File: config.mk
export PLATFORM = sky130hd
export DESIGN_NAME = mult_share_arbiter
export DESIGN_NICKNAME = d
export VERILOG_FILES = /design/src/rtl/mult_share_arbiter.sv
export SDC_FILE = /design/constraint.sdc
export NUM_CORES = 1
export LEC_CHECK = 0
export CAP_MARGIN = 30
export CELL_PAD_IN_SITES_DETAIL_PLACEMENT = 1
export CELL_PAD_IN_SITES_GLOBAL_PLACEMENT = 1
export CORE_MARGIN = 10
export CORE_UTILIZATION = 30
export CTS_CLUSTER_SIZE = 10
export DETAILED_ROUTE_END_ITERATION = 10
export GPL_TIMING_DRIVEN = 0
export PLACE_DENSITY_LB_ADDON = 0.1
export SETUP_SLACK_MARGIN = 0.4
export SLEW_MARGIN = 30
export SYNTH_ARGS = -nofsm -noshare
export SYNTH_HDL_FRONTEND = slang
export SYNTH_SLANG_ARGS = --single-unit
File: constraint.sdc
create_clock -name clk30x -period 5.1 [get_ports clk30x]
set_input_delay 1.02 -clock clk30x [delete_from_list [all_inputs] [get_ports clk30x]]
set_output_delay 1.02 -clock clk30x [all_outputs]
set_load 0.02 [all_outputs]
File: src/rtl/mult_share_arbiter.sv
// Round-robin arbiter sharing one sequential multiplier among NUM_REQ systolic PEs.
// Define ARB_TIMEOUT_EN to add a watchdog that aborts a stuck multiply with result_err.
module mult_share_arbiter #(
  parameter int WORDLENGTH     = 16,
  parameter int NUM_REQ        = 8,
  parameter int TIMEOUT_CYCLES = 63
) (
  input  logic                          clk30x,
  input  logic                          reset,
  input  logic [NUM_REQ-1:0]            req,
  input  logic [NUM_REQ*WORDLENGTH-1:0] opa_bus,
  input  logic [NUM_REQ*WORDLENGTH-1:0] opb_bus,
  output logic [NUM_REQ-1:0]            gnt,
  output logic [WORDLENGTH-1:0]         result,
  output logic [NUM_REQ-1:0]            result_valid,
  output logic                          result_err,
  output logic [WORDLENGTH-1:0]         mult_a,
  output logic [WORDLENGTH-1:0]         mult_b,
  output logic                          mult_start,
  input  logic                          mult_busy,
  input  logic [WORDLENGTH-1:0]         mult_result
);

  localparam int IDX_W = (NUM_REQ > 1) ? $clog2(NUM_REQ) : 1;
  localparam int SUM_W = IDX_W + 1;
  localparam logic [IDX_W-1:0] LAST_IDX = IDX_W'(NUM_REQ - 1);

  typedef enum logic [2:0] {
    IDLE,
    ISSUE,
    WAIT_START,
    WAIT_DONE,
    RETURN
  } state_t;

  state_t                 state;
  logic [IDX_W-1:0]       last_granted;
  logic [IDX_W-1:0]       rr_idx;
  logic                   rr_found;
  logic [SUM_W-1:0]       rr_cand;
  logic [WORDLENGTH-1:0]  opa_w [NUM_REQ];
  logic [WORDLENGTH-1:0]  opb_w [NUM_REQ];

  for (genvar i = 0; i < NUM_REQ; i++) begin : g_slice
    assign opa_w[i] = opa_bus[i*WORDLENGTH +: WORDLENGTH];
    assign opb_w[i] = opb_bus[i*WORDLENGTH +: WORDLENGTH];
  end

  function automatic logic [NUM_REQ-1:0] onehot(input logic [IDX_W-1:0] idx);
    onehot      = '0;
    onehot[idx] = 1'b1;
  endfunction

  // Walk candidates from farthest to nearest so the one just after last_granted wins.
  // NOTE: every always_comb output gets a default first so no path can infer a latch.
  always_comb begin
    rr_idx   = last_granted;
    rr_found = 1'b0;
    rr_cand  = '0;
    for (int k = NUM_REQ; k >= 1; k--) begin
      rr_cand = SUM_W'(last_granted) + SUM_W'(k);
      if (rr_cand >= SUM_W'(NUM_REQ)) rr_cand = rr_cand - SUM_W'(NUM_REQ);
      if (req[rr_cand[IDX_W-1:0]]) begin
        rr_idx   = rr_cand[IDX_W-1:0];
        rr_found = 1'b1;
      end
    end
  end

`ifdef ARB_TIMEOUT_EN
  localparam int WD_W = $clog2(TIMEOUT_CYCLES + 1);
  logic [WD_W-1:0] wd_cnt;
  logic            wd_hit;
  assign wd_hit = (wd_cnt >= WD_W'(TIMEOUT_CYCLES - 1));
`else
  assign result_err = 1'b0;
`endif

  // NOTE: state registers use non-blocking assignments so every flop samples pre-edge values.
  always_ff @(posedge clk30x) begin
    if (reset) begin
      state        <= IDLE;
      last_granted <= LAST_IDX;
      gnt          <= '0;
      result_valid <= '0;
      result       <= '0;
      mult_start   <= 1'b0;
      mult_a       <= '0;
      mult_b       <= '0;
`ifdef ARB_TIMEOUT_EN
      wd_cnt       <= '0;
      result_err   <= 1'b0;
`endif
    end else begin
      mult_start   <= 1'b0;
      result_valid <= '0;
      case (state)
        IDLE: begin
          if (rr_found) begin
            // Operands are frozen here and held until the transaction retires.
            last_granted <= rr_idx;
            gnt          <= onehot(rr_idx);
            mult_a       <= opa_w[rr_idx];
            mult_b       <= opb_w[rr_idx];
            mult_start   <= 1'b1;
            state        <= ISSUE;
          end
        end
        ISSUE: begin
`ifdef ARB_TIMEOUT_EN
          wd_cnt <= '0;
`endif
          state <= WAIT_START;
        end
        WAIT_START: begin
          if (mult_busy) state <= WAIT_DONE;
`ifdef ARB_TIMEOUT_EN
          wd_cnt <= wd_cnt + 1'b1;
          if (wd_hit && !mult_busy) begin
            result       <= '0;
            result_err   <= 1'b1;
            result_valid <= onehot(last_granted);
            state        <= RETURN;
          end
`endif
        end
        WAIT_DONE: begin
          if (!mult_busy) begin
            result       <= mult_result;
            result_valid <= onehot(last_granted);
            state        <= RETURN;
          end
`ifdef ARB_TIMEOUT_EN
          wd_cnt <= wd_cnt + 1'b1;
          if (wd_hit && mult_busy) begin
            result       <= '0;
            result_err   <= 1'b1;
            result_valid <= onehot(last_granted);
            state        <= RETURN;
          end
`endif
        end
        RETURN: begin
          gnt   <= '0;
          state <= IDLE;
`ifdef ARB_TIMEOUT_EN
          result_err <= 1'b0;
`endif
        end
        default: state <= IDLE;
      endcase
    end
  end

endmodule

; ---- Word-level counts from Yosys, hierarchy flattened
; Cells that the tools add are included.
[word_totals]
register_bits = 71
in_bits = 283
out_inout_bits = 66
word_cells = 123
[op_classes]
n_addsub = 16
n_lt_le_gt_ge = 21
n_eq_ne = 7
muxes = 57
n_bitwise = 4
reduce_logical = 10
[ops]
columns = cell, count
row1 = $bmux W16 S3, 2
row2 = $mux W16, 4
row3 = $mux W3, 19
row4 = $lt A3 B4 Y1 const B, 10
row5 = $ge A4 B4 Y1 const B, 9
row6 = $bmux W1 S3, 8
row7 = $sub A3 B1 Y3 const B, 8
row8 = $mux W1, 19
row9 = $add A3 B3 Y4 const B, 4
row10 = $pmux W8 S2, 1
row11 = $pmux W3 S4, 1
row12 = $add A3 B2 Y4 const B, 2
row13 = $mux W8, 1
row14 = $demux W1 S3, 2
row15 = $eq A3 B2 Y1 const B, 2
row16 = $ge A3 B1 Y1 const B, 2
row17 = $ne A2 B2 Y1 const B, 3
row18 = $reduce_and A2 Y1, 3
row19 = $add A3 B1 Y4 const B, 1
row20 = $add A3 B4 Y4 const B, 1
row21 = $not A3 Y4, 1
row22 = $eq A3 B1 Y1 const B, 1
row23 = $eq A3 B3 Y1 const B, 1
row24 = $logic_not A3 Y1, 1
row25 = 6 further kinds, 9

; ---- Longest topological paths before layout
; Gate-level depths: netlist of the first run.
[logic_depth]
ltp_word = 19
ltp_mapped = 17
mapped_depth_nobuf = 11

; ---- Least setup slack after synthesis of the first run
; No wires, ideal clock.
[synth_path]
kind = register -> register
startpoint = register last_granted[1]
endpoint = register mult_a[10]
setup_time_ps = 70
arrival_ps = 3583
required_ps = 5030
slack_ps = 1447
stages_incl_launch_ff = 17
n_path_buf = 5
synth_period_minus_slack_ps = 3653
cell_sequence = dfxtp_1 buf_2 buf_2 inv_1 ha_1 clkbuf_1 mux4_2 mux2_2 or3b_1 a21oi_1 o31ai_1 and2_1 buf_4 buf_4 mux2i_1 a211o_1 a21oi_1
[synth_between]
elab_chain_cells = 17
word_cells_on_any_way = 69
classes_between = 16 x add/sub / 8 x order compare / 43 x mux / 1 x bitwise / 1 x reduce/logical
[synth_lines]
columns = item, line_no
row1 = "start, declared", 37  ; logic [IDX_W-1:0] last_granted;
row2 = "start signal, assigned", 101  ; last_granted <= rr_idx;
row3 = $add A3 B4 Y4, 61  ; rr_cand = SUM_W'(last_granted) + SUM_W'(k);
row4 = $ge A4 B4 Y1 or $sub A3 B1 Y3 (tied branches), 62  ; if (rr_cand >= SUM_W'(NUM_REQ)) rr_cand = rr_cand - SUM_W'(NUM_REQ);
row5 = $mux W3, 62
row6 = $bmux W1 S3, 63  ; if (req[rr_cand[IDX_W-1:0]]) begin
row7 = $mux W1 (not written as such), 63
row8 = $mux W3 (8 in series), 63
row9 = $not A3 Y4 (not written as such), 103  ; mult_a <= opa_w[rr_idx];
row10 = $bmux W16 S3, 103
row11 = $mux W16 (not written as such) (2 in series), 103
row12 = "end signal, assigned", 103
row13 = "end, declared", 17  ; output logic [WORDLENGTH-1:0] mult_a,
; Several ways; a longest one is shown, not always the timed one. The select of a mux whose other input is x is not followed.
; A chain may end at the register's enable or synchronous reset.

; ---- Worst setup path after layout of the first run
; Same ends and word-level chain as after synthesis.

==> results of run 1 <==
## metal layers
layer / part of all wire (%) / wire [um] / vias to the layer above
met5: 0.043 / 18 / -
met4: 3.1 / 1300 / 2
met3: 7.7 / 3200 / 61
met2: 49 / 20400 / 327
met1: 40 / 16900 / 4731
li1: - / - / 4479
## worst min-delay path: stages, from the launching register on
cell and delay [ps]:
dfxtp_1 310, nand2_1 50, a21oi_1 50
## cells in the mapped netlist, types with 3 or more instances
master / instances
o41ai_1: 31
o22ai_1: 65
mux4_2: 11
nor3_1: 11
clkbuf_1: 65
buf_2: 26
dfxtp_1: 71
a211o_1: 33
nand2_1: 48
buf_4: 9
mux2i_1: 170
nand2b_1: 5
and2_1: 7
nor2_1: 139
ha_1: 6
a211oi_1: 63
mux2_2: 3
mux2i_2: 4
and3_1: 4
inv_1: 6
a221oi_1: 64
a21oi_1: 59
a22oi_1: 5
nand3_1: 5
## cell type report
| class | instances | area (um^2) | share of cell area (%) |
|---|---|---|---|
| antenna | 9 | 22.5 | 0.188 |
| buffer | 102 | 505 | 4.22 |
| clock buffer | 11 | 253 | 2.11 |
| clock inverter | 4 | 53.8 | 0.449 |
| inverter | 7 | 26.3 | 0.219 |
| multi-input combinational | 772 | 5770 | 48.2 |
| sequential | 71 | 1420 | 11.9 |
| tap | 330 | 413 | 3.45 |
| timing repair buffer | 351 | 3510 | 29.3 |
## sequential cells by signal, indices dropped and copies added (netlist names)
| name | flops |
|---|---|
| mult_a | 16 |
| mult_b | 16 |
| result | 16 |
| gnt | 8 |
| result_valid | 8 |
| last_granted | 3 |
| state | 3 |
| mult_start | 1 |
## cell families after synthesis
kind of cell | Yosys count | synth area share [%]
multiplexers | 188 | 26.9
XOR/XNOR | 5 | 0.678
buffers and inverters | 109 | 6.48
adder cells (fa/ha/maj) | 6 | 0.992
AO/OA/AOI/OAI | 339 | 33.1
flip-flops | 71 | 18.8
other | 1 | 0.0495
AND/OR/NAND/NOR | 233 | 13.0
## metrics by stage
stage / cells / power, uW / area, um^2 / util (%) / worst slack (ps)
floorplan: 952 / 6230 / 7570 / - / 1450
global placement: 1628 / 9160 / 11400 / 45.7 / 152
detailed placement: 1628 / 9250 / 11500 / 45.8 / 205
CTS: 1645 / 10100 / 11900 / 47.4 / 456
global route: 1652 / 10900 / 12000 / 47.8 / 350
finish: 1657 / 10300 / 12000 / 47.8 / 559
## power groups by stage
stage / registers [uW] / clock network [uW] / logic [uW]
6_report: 796 / 676 / 8780
3_3_place_gp: 799 / 0 / 8360
4_1_cts: 796 / 682 / 8610
2_1_floorplan: 940 / 0 / 5290
3_5_place_dp: 806 / 0 / 8450
5_1_grt: 811 / 709 / 9420
## what timing repair did
action / CTS / global route
buffers inserted: 2 / 3
gates resized for setup: 16 / 37
pin swaps: 1 / 0
setup endpoints to repair: 31 / 34
## worst paths after layout
path                   startpoint    endpoint  slack [ps]  depth (start not counted)
setup / recovery  last_granted[1]  mult_a[10]         560                         15
setup reg to reg  last_granted[1]  mult_a[10]         560                         15
hold reg to reg            gnt[3]      gnt[3]         450                          2
hold / removal             gnt[3]      gnt[3]         450                          2
==> results.sh, run 1 <==
export IMPL_end_kind="flop"
export IMPL_fp_dieH_um=179
export IMPL_coreArea_um2=25000
export IMPL_synth_top_area_cell="mux2i_1"
export IMPL_max_freq_mhz=220
export IMPL_drt_iter0_markers=517
export IMPL_vdd_drop_max_mv=0.456
export IMPL_dieArea_um2=32000
export IMPL_synth_area_um2=7570
export IMPL_cts_sinks=71
export IMPL_seq_area_frac_synth_pct=18.8
export IMPL_p_leak_uw=0.00502
export IMPL_p_clk_share_pct=6.6
export IMPL_place_gp_congestion=0.867
export IMPL_crit_path_start_kind="flop"
export IMPL_cp_max_fo=10
export IMPL_syn_nets=1241
export IMPL_setup_tns_final_ps=0
export IMPL_cts_tree="yes"
export IMPL_min_path_type="flop to flop"
export IMPL_synth_cell_type_count=55
export IMPL_final_max_slew_viol_count=0
export IMPL_port_buffers=346
export IMPL_antenna_found_initial=10
export IMPL_cts_made_buffers=9
export IMPL_hpwl_um=33200
export IMPL_required_ps=5320
export IMPL_use_met2_pct=42.9
export IMPL_vias=9600
export IMPL_grt_max_degree=13
export IMPL_antenna_left=0
export IMPL_insertion_delay_ps=350
export IMPL_critical_path_max_stage_delay_ps=560
export IMPL_grt_overflow=0
export IMPL_status="finished clean"
export IMPL_grt_usage_pct=24.7
export IMPL_routed_via_density=5.79
export IMPL_async_flop_share_pct=0
export IMPL_power_switching_uw=5890
export IMPL_p_per_area_nw_per_um2=856
export IMPL_start_util_pct=30.2
export IMPL_swShare_pct=57.4
export IMPL_pwr_share_seq_pct=7.8
export IMPL_yosys_top_cells_area="mux2i_1 22%, dfxtp_1 19%, a221oi_1 7.4%"
export IMPL_grt_use_met3_pct=6.44
export IMPL_synth_edf_count=0
export IMPL_worst_slew_pin_slew_ps=914
export IMPL_met1_usage_pct=28.5
export IMPL_nNetsFinal=1603
export IMPL_worstPathArrival_ps=4760
export IMPL_worst_path_buf_inv=5
export IMPL_avgSynthCellArea_um2=7.95
export IMPL_setup_viol=0
export IMPL_post_route_min_period_ps=4540
export IMPL_first_global_vias=10300
export IMPL_avgRoutedWirePerCell_um=25.2
export IMPL_maxCapViolations=0
export IMPL_rsz0062_at_grt="yes"
export IMPL_ys_seq_elements=71
export IMPL_internal_power_uw=4370
export IMPL_die_width_um=179
export IMPL_drtPass1Iterations=4
export IMPL_crit_family="buffers and inverters"
export IMPL_cp_cell_sequence="buf_2, clkbuf_4, inv_1, ha_1, clkbuf_2, mux4_2, mux2_2, o21ai_2, nand2_1, mux2i_4, clkbuf_1, a221oi_1, nor2_1, o41ai_1, a21oi_1"
export IMPL_n_fill_cell=3053
export IMPL_drc_errors=0
export IMPL_hold_viol_final=0
export IMPL_final_layout_size_suffix_gt1_share_pct=9.03
export IMPL_fp_row_count=58
export IMPL_synth_cells=952
export IMPL_syn_to_final_growth_pct=58.2
export IMPL_period_share_pct=89.0
export IMPL_clk_pin_slew_ps=60
export IMPL_comb_power_share_pct=85.6
export IMPL_clockBufferDepth=2
export IMPL_final_common_cell="clkdlybuf4s50_1"
export IMPL_layout_common_cells="346 x clkdlybuf4s50_1, 170 x mux2i_1, 139 x nor2_1, 71 x dfxtp_1, 65 x o22ai_1"
export IMPL_finClkSkew_ps=10.7
export IMPL_synth_warnings=0
export IMPL_path_class="flop to flop"
export IMPL_holdWs_ps=454
export IMPL_slew_headroom_pct=39.1
export IMPL_synth_top_area_share_pct=22.5
export IMPL_ios=349
export IMPL_cts_hold_buf=0
export IMPL_synth_flop_cell="dfxtp_1"
export IMPL_routed_wirelength_um=41800
export IMPL_critPathSlowestCell="a221oi_1"
export IMPL_grt_busiest_layer="met2"
export IMPL_grt_pass1_wl_um=61100
export IMPL_htreeDepth=3
export IMPL_root_buffer="clkbuf_16"
No activity file was read; power rests on OpenSTA's default activity.
==> inputs of run 2 (changes only) <==
Settings changed: CORE_UTILIZATION 30 to 32.
Clock period 5.1 ns to 5.3 ns, I/O delays scaled along.
==> run 2 against run 1 <==
Effect of this change:
- non-clock buffer count fell by 4
- highest routed layer unchanged
- worst hold slack improved by 1.9 ps
- routed wire length fell by 0.61%
- combinational power fell by 5.9%
- via count barely moved
- register-to-register slack improved by 98 ps
- critical path type unchanged
- largest cell class unchanged
- global-route usage rose by 1.0 points
- sequential power fell by 3.4%
- cell area fell by 1.3%
==> results.sh, run 2 (synthesis results as in run 1) <==
export IMPL_insertion_delay_ps=350
export IMPL_min_path_type="flop to flop"
export IMPL_required_ps=5530
export IMPL_path_class="flop to flop"
export IMPL_cp_num_cells=15
export IMPL_p_leak_uw=0.00493
export IMPL_worst_slew_pin_slew_ps=1010
export IMPL_comb_power_share_pct=85.4
export IMPL_htreeDepth=3
export IMPL_grt_usage_pct=25.8
export IMPL_grt_overflow=0
export IMPL_period_share_pct=87.6
export IMPL_antenna_found_initial=10
export IMPL_coreArea_um2=23400
export IMPL_drc_errors=0
export IMPL_dp_cells=1617
export IMPL_rsz0062_at_grt="no"
export IMPL_cp_max_fo=10
export IMPL_nNetsFinal=1599
export IMPL_holdWs_ps=456
export IMPL_grt_pass1_wl_um=61500
export IMPL_final_max_slew_viol_count=0
export IMPL_start_util_pct=32.3
export IMPL_swShare_pct=57.9
export IMPL_clockBufferDepth=2
export IMPL_worstPathArrival_ps=4880
export IMPL_setup_tns_final_ps=0
export IMPL_syn_to_final_growth_pct=56.1
export IMPL_top_layer="met5"
export IMPL_wl_met1_um=16900
export IMPL_first_global_vias=10200
export IMPL_placed_area_um2=11400
export IMPL_layout_common_cells="346 x clkdlybuf4s50_1, 170 x mux2i_1, 139 x nor2_1, 71 x dfxtp_1, 65 x o22ai_1"
export IMPL_n_fill_cell=2868
export IMPL_clk_pin_slew_ps=60
export IMPL_vdd_drop_max_mv=0.512
export IMPL_worst_path_buf_inv=5
export IMPL_fp_row_count=56
export IMPL_critPathSlowestCell="a221oi_1"
export IMPL_root_buffer="clkbuf_16"
export IMPL_hpwl_um=33000
export IMPL_worst_r2r_path_depth=15
export IMPL_hold_viol_final=0
export IMPL_crit_path_end="mult_b[13]"
export IMPL_antenna_left=0
export IMPL_route_met2_wl_um=20600
export IMPL_vias=9609
export IMPL_ios=349
export IMPL_crit_family="buffers and inverters"
export IMPL_dieArea_um2=30200
export IMPL_max_freq_mhz=215
export IMPL_timing_rr_end="mult_b[13]"
export IMPL_cts_tree="yes"
export IMPL_setup_viol=0
export IMPL_reg2reg_slack_ps=660
export IMPL_grt_max_degree=13
export IMPL_place_gp_congestion=0.853
export IMPL_critical_path_max_stage_delay_ps=520
export IMPL_final_layout_size_suffix_gt1_share_pct=6.85
export IMPL_crit_path_start_kind="flop"
export IMPL_drtPass1Iterations=5
export IMPL_cpMostUsedCell="buf_2"
export IMPL_routed_wirelength_um=41500
export IMPL_end_kind="flop"
export IMPL_finalInstanceArea_um2=11800
export IMPL_final_common_cell="clkdlybuf4s50_1"
export IMPL_p_per_area_nw_per_um2=819
export IMPL_cp_cell_sequence="buf_2, buf_2, inv_1, ha_1, buf_2, mux4_2, and2_1, nand2b_1, nor2_4, clkbuf_1, o22ai_1, a221oi_1, nor2_1, o41ai_1, a21oi_1"
export IMPL_p_clk_share_pct=6.6
export IMPL_crit_start="last_granted[1]"
export IMPL_worstReg2RegStart="last_granted[1]"
export IMPL_pwr_share_seq_pct=8.0
export IMPL_stdcell_count=1640
export IMPL_met3_length_um=3120
export IMPL_finClkSkew_ps=5.74
export IMPL_min_from="result[2]"
export IMPL_cts_sinks=71
export IMPL_die_width_um=174
export IMPL_internal_power_uw=4070
export IMPL_routed_via_density=5.86
export IMPL_drt_iter0_markers=543
export IMPL_fp_dieH_um=174
export IMPL_power_switching_uw=5600
export IMPL_slew_headroom_pct=32.6
export IMPL_port_buffers=346
export IMPL_largestRegisters="mult_a (16), mult_b (16), result (16)"
export IMPL_totalPowerFinal_uw=9670
export IMPL_post_route_min_period_ps=4640
export IMPL_status="finished clean"
export IMPL_avgRoutedWirePerCell_um=25.3
export IMPL_maxCapViolations=0
export IMPL_cts_made_buffers=9
## run 2: cell type report
cell class	instances	area [um^2]	area share, %
Multi-Input combinational cell	772	5700	48.2
Antenna cell	7	17.5	0.148
Buffer	102	474	4.01
Timing Repair Buffer	347	3480	29.5
Sequential cell	71	1420	12.0
Clock buffer	10	239	2.02
Tap cell	319	399	3.38
Clock inverter	5	57.6	0.487
Inverter	7	26.3	0.222
## run 2: worst min-delay path by stage
stage / slack [ps] / cells past startpoint / to
2_1_floorplan: 510 / 1 / state[0]
3_3_place_gp: 440 / 2 / gnt[1]
3_5_place_dp: 450 / 2 / result[14]
4_1_cts: 460 / 2 / result[14]
5_1_grt: 470 / 2 / result[14]
6_report: 460 / 2 / result[2]
## run 2: power by group through the flow
stage | Sequential, uW | Clock (uW) | Combinational [uW]
3_3_place_gp | 771 | 0 | 7960
3_5_place_dp | 777 | 0 | 8080
6_report | 769 | 639 | 8260
4_1_cts | 768 | 645 | 8120
5_1_grt | 785 | 673 | 8820
2_1_floorplan | 904 | 0 | 5090
## run 2: metal layers
metal  vias to the layer above  track usage, %
met1                      4736            29.6
met4                         6            8.09
met3                        54            8.23
met2                       345            44.4
met5                         -               0
li1                       4468               -
## run 2: through the flow
step / util [%] / worst slack (ps)
5_1_grt: 50.4 / 406
2_1_floorplan: - / 1650
3_5_place_dp: 48.9 / 357
4_1_cts: 50.2 / 489
3_3_place_gp: 48.8 / 415
6_report: 50.5 / 657
## run 2: tightest hold or removal path, stage by stage, from the launching register on
cell and delay [ps]:
dfxtp_1 310, nand2_1 50, a21oi_1 50
## run 2: what timing repair did
item                       4_1_cts  5_1_grt
setup endpoints to repair        0       31
gates resized for setup          0       16
hold buffers                     0        0
buffers inserted                 0        1
